==> src/rtl/note_sequencer_if.sv <==
// Control inputs and playback/status outputs of note_sequencer, bundled as one port.
interface note_sequencer_if #(
    parameter int NOTE_W = 4,
    parameter int OCT_W  = 2,
    parameter int CNT_W  = 5
);
    logic [NOTE_W-1:0] note_in;
    logic [OCT_W-1:0]  octave_in;
    logic              note_valid;
    logic              rec_en;
    logic              play_start;
    logic              stop;
    logic              clear;
    logic              loop_en;
    logic [NOTE_W-1:0] note_out;
    logic [OCT_W-1:0]  octave_out;
    logic              note_out_valid;
    logic              playing;
    logic              recording;
    logic [CNT_W-1:0]  count;
    logic              full;
    logic              overflow;

    modport master (
        output note_in, octave_in, note_valid, rec_en, play_start, stop, clear, loop_en,
        input  note_out, octave_out, note_out_valid, playing, recording, count, full, overflow
    );

    modport slave (
        input  note_in, octave_in, note_valid, rec_en, play_start, stop, clear, loop_en,
        output note_out, octave_out, note_out_valid, playing, recording, count, full, overflow
    );
endinterface

==> src/rtl/note_sequencer.sv <==
// Records timed notes into a small buffer and plays them back at tempo-tick resolution.
module note_sequencer #(
    parameter int DEPTH    = 16,
    parameter int NOTE_W   = 4,
    parameter int OCT_W    = 2,
    parameter int DUR_W    = 4,
    parameter int TICK_DIV = 12500000
) (
    input  logic            clk,
    input  logic            reset,
    note_sequencer_if.slave bus
);
    localparam int CNT_W  = $clog2(DEPTH + 1);
    localparam int IDX_W  = (DEPTH > 1) ? $clog2(DEPTH) : 1;
    localparam int TICK_W = (TICK_DIV > 1) ? $clog2(TICK_DIV) : 1;
    localparam int ENT_W  = NOTE_W + OCT_W;

    typedef enum logic [1:0] {IDLE, RECORD, PLAY} state_t;
    state_t state, state_next;

    logic [ENT_W-1:0]  ent_mem [DEPTH];
    logic [DUR_W-1:0]  dur_mem [DEPTH];

    logic [TICK_W-1:0] tick_cnt;
    logic [CNT_W-1:0]  count;
    logic [IDX_W-1:0]  index;
    logic [DUR_W-1:0]  dur_cnt;
    logic [DUR_W-1:0]  remain;
    logic [NOTE_W-1:0] note_q;
    logic [OCT_W-1:0]  oct_q;
    logic              valid_q;
    logic              overflow_q;
    logic              playing;
    logic              recording;
    logic              full;

    logic              tick;
    logic              accept;
    logic              wr_en;
    logic              fin_en;
    logic              advance;
    logic              last;
    logic [IDX_W-1:0]  wr_idx;
    logic [IDX_W-1:0]  fin_idx;
    logic [IDX_W-1:0]  next_idx;
    logic [DUR_W-1:0]  fin_val;

    assign tick = (tick_cnt == TICK_W'(TICK_DIV - 1));

    always_ff @(posedge clk or posedge reset) begin
        if (reset) state <= IDLE;
        else       state <= state_next;
    end

    always_comb begin
        state_next = state;
        unique case (state)
            IDLE: begin
                if (!bus.stop && !bus.clear) begin
                    if (bus.play_start) begin
                        if (count != '0) state_next = PLAY;
                    end else if (bus.rec_en) begin
                        state_next = RECORD;
                    end
                end
            end
            RECORD: if (bus.stop || !bus.rec_en) state_next = IDLE;
            PLAY:   if (bus.stop || (advance && last && !bus.loop_en)) state_next = IDLE;
            default: state_next = IDLE;
        endcase
    end

    always_comb begin
        playing   = (state == PLAY);
        recording = (state == RECORD);
        full      = (count == CNT_W'(DEPTH));
    end

    // A note's duration is only known when the next note arrives or recording ends.
    always_comb begin
        accept   = (state == RECORD) && (state_next == RECORD) && bus.note_valid;
        wr_en    = accept && (count < CNT_W'(DEPTH));
        fin_en   = (count != '0) && (wr_en || ((state == RECORD) && (state_next != RECORD)));
        wr_idx   = IDX_W'(count);
        fin_idx  = IDX_W'(count - CNT_W'(1));
        fin_val  = (dur_cnt == '0) ? DUR_W'(1) : dur_cnt;
        advance  = (state == PLAY) && tick && (remain == DUR_W'(1));
        last     = (index == fin_idx);
        next_idx = last ? '0 : index + IDX_W'(1);
    end

    always_ff @(posedge clk) begin
        if (wr_en)  ent_mem[wr_idx]  <= {bus.note_in, bus.octave_in};
        if (fin_en) dur_mem[fin_idx] <= fin_val;
    end

    always_ff @(posedge clk or posedge reset) begin
        if (reset) begin
            tick_cnt   <= '0;
            count      <= '0;
            index      <= '0;
            dur_cnt    <= '0;
            remain     <= '0;
            note_q     <= '0;
            oct_q      <= '0;
            valid_q    <= 1'b0;
            overflow_q <= 1'b0;
        end else begin
            if ((state_next != state) || tick) tick_cnt <= '0;
            else                               tick_cnt <= tick_cnt + TICK_W'(1);

            unique case (state)
                IDLE: begin
                    if (!bus.stop && bus.clear) begin
                        count      <= '0;
                        overflow_q <= 1'b0;
                    end
                    if (state_next == RECORD) begin
                        count      <= '0;
                        overflow_q <= 1'b0;
                        dur_cnt    <= '0;
                    end
                    if (state_next == PLAY) begin
                        index           <= '0;
                        {note_q, oct_q} <= ent_mem[0];
                        remain          <= dur_mem[0];
                        valid_q         <= 1'b1;
                    end
                end
                RECORD: begin
                    if (wr_en) begin
                        count   <= count + CNT_W'(1);
                        dur_cnt <= '0;
                    end else begin
                        if (accept) overflow_q <= 1'b1;
                        if (tick && (dur_cnt != '1)) dur_cnt <= dur_cnt + DUR_W'(1);
                    end
                end
                PLAY: begin
                    if (state_next != PLAY) begin
                        valid_q <= 1'b0;
                    end else if (advance) begin
                        index           <= next_idx;
                        {note_q, oct_q} <= ent_mem[next_idx];
                        remain          <= dur_mem[next_idx];
                    end else if (tick) begin
                        remain <= remain - DUR_W'(1);
                    end
                end
                default: ;
            endcase
        end
    end

    assign bus.note_out       = note_q;
    assign bus.octave_out     = oct_q;
    assign bus.note_out_valid = valid_q;
    assign bus.playing        = playing;
    assign bus.recording      = recording;
    assign bus.count          = count;
    assign bus.full           = full;
    assign bus.overflow       = overflow_q;
endmodule
==> src/flat_wrapper.sv <==
// flat-port wrapper written by rule: the top's interface ports become plain ports
module note_sequencer_flat 
#(
    parameter int DEPTH    = 16,
    parameter int NOTE_W   = 4,
    parameter int OCT_W    = 2,
    parameter int DUR_W    = 4,
    parameter int TICK_DIV = 12500000
)
  (clk, reset, bus_note_in, bus_octave_in, bus_note_valid, bus_rec_en, bus_play_start, bus_stop, bus_clear, bus_loop_en, bus_note_out, bus_octave_out, bus_note_out_valid, bus_playing, bus_recording, bus_count, bus_full, bus_overflow);
  note_sequencer_if #(.NOTE_W(NOTE_W), .OCT_W(OCT_W)) bus_i ();
  input  logic clk;
  input  logic reset;
  input wire logic [$bits(bus_i.note_in)-1:0] bus_note_in;
  input wire logic [$bits(bus_i.octave_in)-1:0] bus_octave_in;
  input wire logic [$bits(bus_i.note_valid)-1:0] bus_note_valid;
  input wire logic [$bits(bus_i.rec_en)-1:0] bus_rec_en;
  input wire logic [$bits(bus_i.play_start)-1:0] bus_play_start;
  input wire logic [$bits(bus_i.stop)-1:0] bus_stop;
  input wire logic [$bits(bus_i.clear)-1:0] bus_clear;
  input wire logic [$bits(bus_i.loop_en)-1:0] bus_loop_en;
  output wire logic [$bits(bus_i.note_out)-1:0] bus_note_out;
  output wire logic [$bits(bus_i.octave_out)-1:0] bus_octave_out;
  output wire logic [$bits(bus_i.note_out_valid)-1:0] bus_note_out_valid;
  output wire logic [$bits(bus_i.playing)-1:0] bus_playing;
  output wire logic [$bits(bus_i.recording)-1:0] bus_recording;
  output wire logic [$bits(bus_i.count)-1:0] bus_count;
  output wire logic [$bits(bus_i.full)-1:0] bus_full;
  output wire logic [$bits(bus_i.overflow)-1:0] bus_overflow;
  assign bus_i.note_in = bus_note_in;
  assign bus_i.octave_in = bus_octave_in;
  assign bus_i.note_valid = bus_note_valid;
  assign bus_i.rec_en = bus_rec_en;
  assign bus_i.play_start = bus_play_start;
  assign bus_i.stop = bus_stop;
  assign bus_i.clear = bus_clear;
  assign bus_i.loop_en = bus_loop_en;
  assign bus_note_out = bus_i.note_out;
  assign bus_octave_out = bus_i.octave_out;
  assign bus_note_out_valid = bus_i.note_out_valid;
  assign bus_playing = bus_i.playing;
  assign bus_recording = bus_i.recording;
  assign bus_count = bus_i.count;
  assign bus_full = bus_i.full;
  assign bus_overflow = bus_i.overflow;
  note_sequencer #(.DEPTH(DEPTH), .NOTE_W(NOTE_W), .OCT_W(OCT_W), .DUR_W(DUR_W), .TICK_DIV(TICK_DIV)) u_core (.clk(clk), .reset(reset), .bus(bus_i));
endmodule
==> config.mk <==
export PLATFORM = sky130hd
export DESIGN_NAME = note_sequencer_flat
export DESIGN_NICKNAME = d
export VERILOG_FILES = /design/src/rtl/note_sequencer_if.sv /design/src/rtl/note_sequencer.sv /design/src/flat_wrapper.sv
export SDC_FILE = /design/constraint.sdc
export NUM_CORES = 1
export LEC_CHECK = 0
export CORE_UTILIZATION = 40
export DETAILED_ROUTE_END_ITERATION = 12
export HOLD_SLACK_MARGIN = 0.12
export PLACE_DENSITY_LB_ADDON = 0.12
export SLEW_MARGIN = 15
export SYNTH_ARGS = -nofsm -noshare
export SYNTH_HDL_FRONTEND = slang
export SYNTH_SLANG_ARGS = --single-unit
==> constraint.sdc <==
create_clock -name clk -period 3 [get_ports clk]
set_input_delay 0.45 -clock clk [delete_from_list [all_inputs] [get_ports clk]]
set_output_delay 0.45 -clock clk [all_outputs]
set_load 0.02 [all_outputs]
==> results of run 1 <==
==> routing by layer <==
layer	routed length [um]	vias to the layer above	global-route usage, %	part of all wire (%)
met5	0	-	0	0
met4	941	0	7.78	3.7
met3	1610	58	3.01	6.4
met2	11600	242	32.6	46
met1	11100	3216	28.7	44
li1	-	2928	-	-
==> cell type report <==
class	count	area, sq um
Clock buffer	28	637
Clock inverter	16	105
Fill cell	2135	12300
Inverter	24	90.1
Multi-Input combinational cell	469	3430
Sequential cell	211	6080
Tap cell	319	399
Timing Repair Buffer	68	621
==> flip-flops by register name, indices dropped and copies added (netlist names), 2 cells and up <==
register / cells
u_core.tick_cnt: 24
u_core.ent_mem: 96
u_core.dur_cnt: 4
u_core.dur_mem: 64
u_core.index: 4
u_core.state: 2
u_core.bus.octave_out: 2
u_core.bus.count: 5
u_core.bus.note_out: 4
u_core.remain: 4
==> cell usage in the layout, fill, tap and decap left out, types with 13 or more instances in the layout <==
cell             synthesis  final
nor2_1                  78     78
mux2i_1                 18     18
xor2_1                  17     17
buf_4                    4     36
xnor2_1                 19     18
clkdlybuf4s50_1          0     29
nand2_1                 46     45
mux2_2                  13     13
o21ai_0                 23     23
mux4_2                  20     20
clkbuf_16                0     25
a21oi_1                 17     17
nand3_1                 22     22
edfxtp_1               160    160
dfrtp_1                 51     50
nand4_1                 13     13
and2_1                  19     19
nor3_1                  15     15
inv_1                   22     21
==> power by group through the flow <==
| stage | Combinational, mW | Clock, mW | Sequential [mW] |
|---|---|---|---|
| 5_1_grt | 0.793 | 2.89 | 3.38 |
| 4_1_cts | 0.728 | 2.80 | 3.36 |
| 2_1_floorplan | 0.396 | 0 | 3.44 |
| 6_report | 0.725 | 2.74 | 3.36 |
| 3_5_place_dp | 0.726 | 0 | 3.42 |
| 3_3_place_gp | 0.711 | 0 | 3.41 |
==> synth_stat cells, types with 5 or more instances <==
| cell | number | area (sq um) |
|---|---|---|
| a311oi_1 | 5 | 43.8 |
| a21oi_1 | 17 | 85.1 |
| xor2_1 | 17 | 149 |
| mux4_2 | 20 | 450 |
| nor3_1 | 15 | 75.1 |
| dfrtp_1 | 51 | 1280 |
| o21ai_0 | 23 | 115 |
| o211ai_1 | 6 | 45.0 |
| clkbuf_1 | 14 | 52.6 |
| o31ai_1 | 9 | 67.6 |
| mux2i_1 | 18 | 180 |
| o22ai_1 | 7 | 43.8 |
| xnor2_1 | 19 | 166 |
| nand2_1 | 46 | 173 |
| nand3_1 | 22 | 110 |
| or3_1 | 7 | 43.8 |
| nor2_1 | 78 | 293 |
| and2_1 | 19 | 119 |
| and3_1 | 8 | 50.1 |
| nand2b_1 | 5 | 31.3 |
| nand4_1 | 13 | 81.3 |
| ha_1 | 12 | 150 |
| nor4_1 | 13 | 81.3 |
| buf_2 | 16 | 80.1 |
| edfxtp_1 | 160 | 4800 |
| a211oi_1 | 7 | 52.6 |
| mux2_2 | 13 | 146 |
| inv_1 | 22 | 82.6 |
| a31oi_1 | 6 | 37.5 |
==> cell families (layout without fill, tap and decap cells) <==
group	Yosys count	after routing	share of synthesized area, %
buffers and inverters	59	136	2.71
muxes	51	51	7.99
xor gates and xnor gates	38	38	3.69
AOI/OAI and AO/OA	123	123	9.07
and+or+nand+nor	245	245	12.5
DFF	211	211	62.5
adders and majority gates	12	12	1.54
==> worst max-delay path, cell delays in order (launching register included) <==
cell	delay, ns
dfrtp_2	0.43
ha_1	0.55
clkinv_1	0.42
buf_4	0.32
nand3_1	0.16
o211ai_1	0.12
nor4_1	0.46
nand3_1	0.20
o211ai_2	0.11
==> stage by stage <==
stage	hold slack (ns)	cells	util, %	setup WS (ns)	area (sq um)
floorplan	0.448	739	-	0.276	9730
global placement	0.466	1091	44.7	0.0998	10600
detailed placement	0.477	1091	44.7	0.0478	10600
CTS	0.308	1135	47.8	0.0912	11300
global route	0.369	1135	48.0	0.0643	11400
finish	0.305	1135	48.0	0.168	11400
==> what timing repair did <==
| action | in CTS | in global routing |
|---|---|---|
| hold buffers | 0 | 0 |
| cloned | 0 | 0 |
| setup endpoints to repair | 1 | 11 |
| resized for setup | 1 | 7 |
==> worst max-delay path by stage <==
stage	start	end	slack, ns	cells after the start
6_report	u_core.index[0]	u_core.bus.note_out[1]	0.17	8
2_1_floorplan	u_core.bus.count[0]	u_core.remain[0]	0.28	10
5_1_grt	u_core.index[0]	u_core.remain[2]	0.06	7
3_5_place_dp	u_core.index[0]	u_core.bus.note_out[0]	0.05	9
4_1_cts	u_core.state[1]	bus_playing	0.09	4
3_3_place_gp	bus_stop	u_core.ent_mem[10][0]	0.1	7
==> results.yml, run 1 <==
run_status:
  status: "complete, no violations"
synthesis:
  synthArstFlopShare_pct: 24.2
  ys_seq_area_share_pct: 62.5
  synth.avg_cell_area_sq_um: 13.2
  synthFlopType: "edfxtp_1"
  synth_edf_count: 160
  syn_area_sq_um: 9730
  synth_warnings: 0
  syn_inst: 739
  ys_types: 72
  ys_ff_latch: 211
  synth_nets: 765
power:
  combPwrFrac_pct: 10.6
  ir_worst_vdd_mv: 0.367
  power_leakage_nw: 3.95
  power.switching_mw: 1.65
  powerDensity_nw_per_um2: 601
  seq_power_share_pct: 49.2
  switching_share_pct: 24.1
  clkPwrFrac_pct: 40.2
  finalPower_mw: 6.83
  intPower_mw: 5.18
global_route:
  grt_max_degree: 53
  antenna_found_initial: 0
  grt_pass1_vias: 6491
  grt_pass1_wl_mm: 38.1
  overflow: 0
  track_usage_pct: 20.6
critical_path:
  r2r_slack_ns: 0.17
  path_max_fanout: 10
  arrival_ns: 3.26
  r2r_cells: 8
  crit_path_start_kind: "register"
  worstPathRequired_ns: 3.43
  rr_endpoint: "u_core.bus.note_out[1]"
  end_kind: "register"
  crit-reg2reg-launch: "u_core.index[0]"
  crit_type: "register to register"
floorplan:
  die-area_sq_um: 24900
  fp.coreArea_sq_um: 23700
  dieHeight_um: 158
  dieWidth_um: 158
  core.rowCount: 56
  start_util_pct: 41.1
  ioPinCount: 30
clock_tree:
  worstSkewPairLatency_ns: 0.51
  clock-sinks: 211
  cts_tree: "yes"
  cts_buffers: 24
  cts_root_buf: "clkbuf_16"
  htreeDepth: 1
  postCtsSetupBuffers: 0
  clock_path_buffers: 3
  clk_pin_slew_ns: 0.06
placement:
  io_buffers: 29
  globalplace.congestion: 0.873
  dp_hpwl_mm: 17.7
detailed_routing:
  wirelength_mm: 25.2
  drt_pass1_iterations: 5
  drc_errors: 0
  wire_per_inst_um: 22.2
  vias: 6444
  antenna_left: 0
  drtIter0Drc: 535
  post_drt_via_cell_ratio: 5.68
timing:
  worstMarginPinSlew_ns: 0.781
  rsz0062_at_grt: "no"
  fin_crit_ns: 2.83
  hold_viol_final: 0
  slew_violations: 0
  finalCritPeriodShare_pct: 94.4
  setup_violations: 0
  tns_ns: 0
  relSlewSlack_pct: 47.8
  max_freq_mhz: 353
  finClkSkew_ns: 0.0183
final_layout:
  diodes: 0
  layout-area-overhead-vs-synth_pct: 16.8
  fin_nets: 824
  drive_gt1_share_pct: 15.7
run:
  max_cap_viol_count: 0
worst_hold_path:
  hp-class: "input port to asynchronous set/reset pin"
Power figures use the tool's default switching activity.
==> run 2, diff against run 1 <==
--- a/config.mk
+++ b/config.mk
@@ -5,11 +5,12 @@
 export SDC_FILE = /design/constraint.sdc
 export NUM_CORES = 1
 export LEC_CHECK = 0
+export CORE_ASPECT_RATIO = 0.9
 export CORE_UTILIZATION = 40
 export DETAILED_ROUTE_END_ITERATION = 12
 export HOLD_SLACK_MARGIN = 0.12
 export PLACE_DENSITY_LB_ADDON = 0.12
-export SLEW_MARGIN = 15
+export SLEW_MARGIN = 30
 export SYNTH_ARGS = -nofsm -noshare
 export SYNTH_HDL_FRONTEND = slang
 export SYNTH_SLANG_ARGS = --single-unit
==> run 2 against run 1 <==
Net effect: critical endpoint is now u_core.remain[2]; critical path type unchanged; largest power group unchanged; critical path depth stayed put; the flow now finishes with violations (design-rule violations); via count fell by 0.29%; final area down 0.24%.
==> results.yml, run 2 (same netlist as run 1, synthesis figures left out) <==
global_route:
  grt_max_degree: 53
  grt_pass1_vias: 6483
  overflow: 0
  grt_pass1_wl_mm: 38.6
  antenna_found_initial: 0
  track_usage_pct: 20.3
detailed_routing:
  drt_pass1_iterations: 9
  antenna_left: 0
  vias: 6425
  post_drt_via_cell_ratio: 5.72
  drtIter0Drc: 529
  wire_per_inst_um: 22.0
  wirelength_mm: 24.7
  drc_errors: 4
critical_path:
  crit_type: "register to register"
  path_buf_inv: 2
  cp_slowest_cell: "a2111oi_0"
  rr_endpoint: "u_core.remain[2]"
  critical-path-top-delay-family: "compound AO/OA/AOI/OAI gates"
  crit-reg2reg-launch: "u_core.index[0]"
  crit_path_start_kind: "register"
  end_kind: "register"
  arrival_ns: 3.25
  crit_top_cell: "a211oi_1"
  worstPathRequired_ns: 3.43
  r2r_cells: 8
  r2r_slack_ns: 0.18
  crit_chain: "ha_1, clkinv_1, nand2_1, o22ai_1, a2111oi_0, buf_4, a211oi_1, a211oi_1"
  cpPeakStageDelay_ns: 0.65
  path_max_fanout: 8
clock_tree:
  post_cts_resized: 0
  cts_root_buf: "clkbuf_16"
  cts_buffers: 24
  postCtsSetupBuffers: 0
  clock_path_buffers: 3
  clock-sinks: 211
  worstSkewPairLatency_ns: 0.52
  clk_pin_slew_ns: 0.06
  htreeDepth: 1
  cts_hold_buf: 0
  cts_tree: "yes"
timing:
  fin_crit_ns: 2.82
  hold_viol_final: 0
  rsz0062_at_grt: "no"
  relSlewSlack_pct: 46.4
  setup_violations: 0
  tns_ns: 0
  worstMarginPinSlew_ns: 0.802
  finClkSkew_ns: 0.0125
  slew_violations: 0
  finalCritPeriodShare_pct: 94.1
  holdWs_ns: 0.340
  max_freq_mhz: 354
final_layout:
  final_cells: 1123
  final_util_pct: 48.0
  diodes: 0
  final_cell_mix: "edfxtp_1, nor2_1, dfrtp_1"
  layout-area-overhead-vs-synth_pct: 16.5
  largest_reg_flops: 96
  finalInstanceArea_sq_um: 11300
  drive_gt1_share_pct: 15.6
  fin_nets: 830
  final_common_cell: "edfxtp_1"
  reg_top3: "u_core.ent_mem: 96 flops, u_core.dur_mem: 64 flops, u_core.tick_cnt: 24 flops"
  top_register: "u_core.ent_mem"
power:
  power_leakage_nw: 3.98
  ir_worst_vdd_mv: 0.443
  powerDensity_nw_per_um2: 604
run:
  max_cap_viol_count: 0
floorplan:
  dieHeight_um: 150
  dieWidth_um: 166
  fp.coreArea_sq_um: 23600
  core.rowCount: 53
  ioPinCount: 30
  start_util_pct: 41.2
  die-area_sq_um: 24900
placement:
  io_buffers: 29
  globalplace.congestion: 0.862
  placed_area_sq_um: 10600
  dp_hpwl_mm: 17.6
  dp_cells: 1080
run_status:
  status: "complete, but fails checks"
  violations: "design-rule violations"
worst_hold_path:
  hp-class: "input port to asynchronous set/reset pin"
[run 2: metal layers]
layer / track usage [%] / routed length [um] / share of wire, % / up-vias
met5: 0 / 0 / 0 / -
li1: - / - / - / 2949
met3: 3.49 / 1640 / 6.6 / 46
met2: 31.2 / 10900 / 44 / 246
met1: 29.6 / 11500 / 47 / 3184
met4: 5.88 / 571 / 2.3 / 0
[run 2: layout make-up]
cell class | count | area (sq um)
Clock buffer | 28 | 637
Timing Repair Buffer | 74 | 653
Multi-Input combinational cell | 469 | 3390
Inverter | 24 | 90.1
Fill cell | 2050 | 12300
Sequential cell | 211 | 6080
Tap cell | 302 | 378
Clock inverter | 15 | 103
[run 2: worst max path at each step]
stage / end / start / depth (start not counted) / slack (ns)
floorplan: u_core.remain[0] / u_core.bus.count[0] / 10 / 0.28
global placement: u_core.ent_mem[3][3] / bus_rec_en / 8 / 0.18
detailed placement: u_core.ent_mem[11][4] / bus_rec_en / 7 / 0.12
CTS: u_core.bus.note_out[1] / u_core.bus.count[0] / 8 / 0.17
global route: u_core.remain[2] / u_core.index[0] / 10 / 0.04
finish: u_core.remain[2] / u_core.index[0] / 8 / 0.18
[run 2: stage by stage]
step	worst slack (ns)	power, mW
finish	0.178	6.84
global route	0.0407	7.07
CTS	0.172	6.89
detailed placement	0.118	4.14
global placement	0.182	4.13
floorplan	0.276	3.84
[run 2: power by group]
part           switching (mW)  internal [mW]  total, mW
combinational           0.403          0.319      0.722
clock                    1.16           1.60       2.76
sequential             0.0950           3.26       3.36
total                    1.66           5.18       6.84
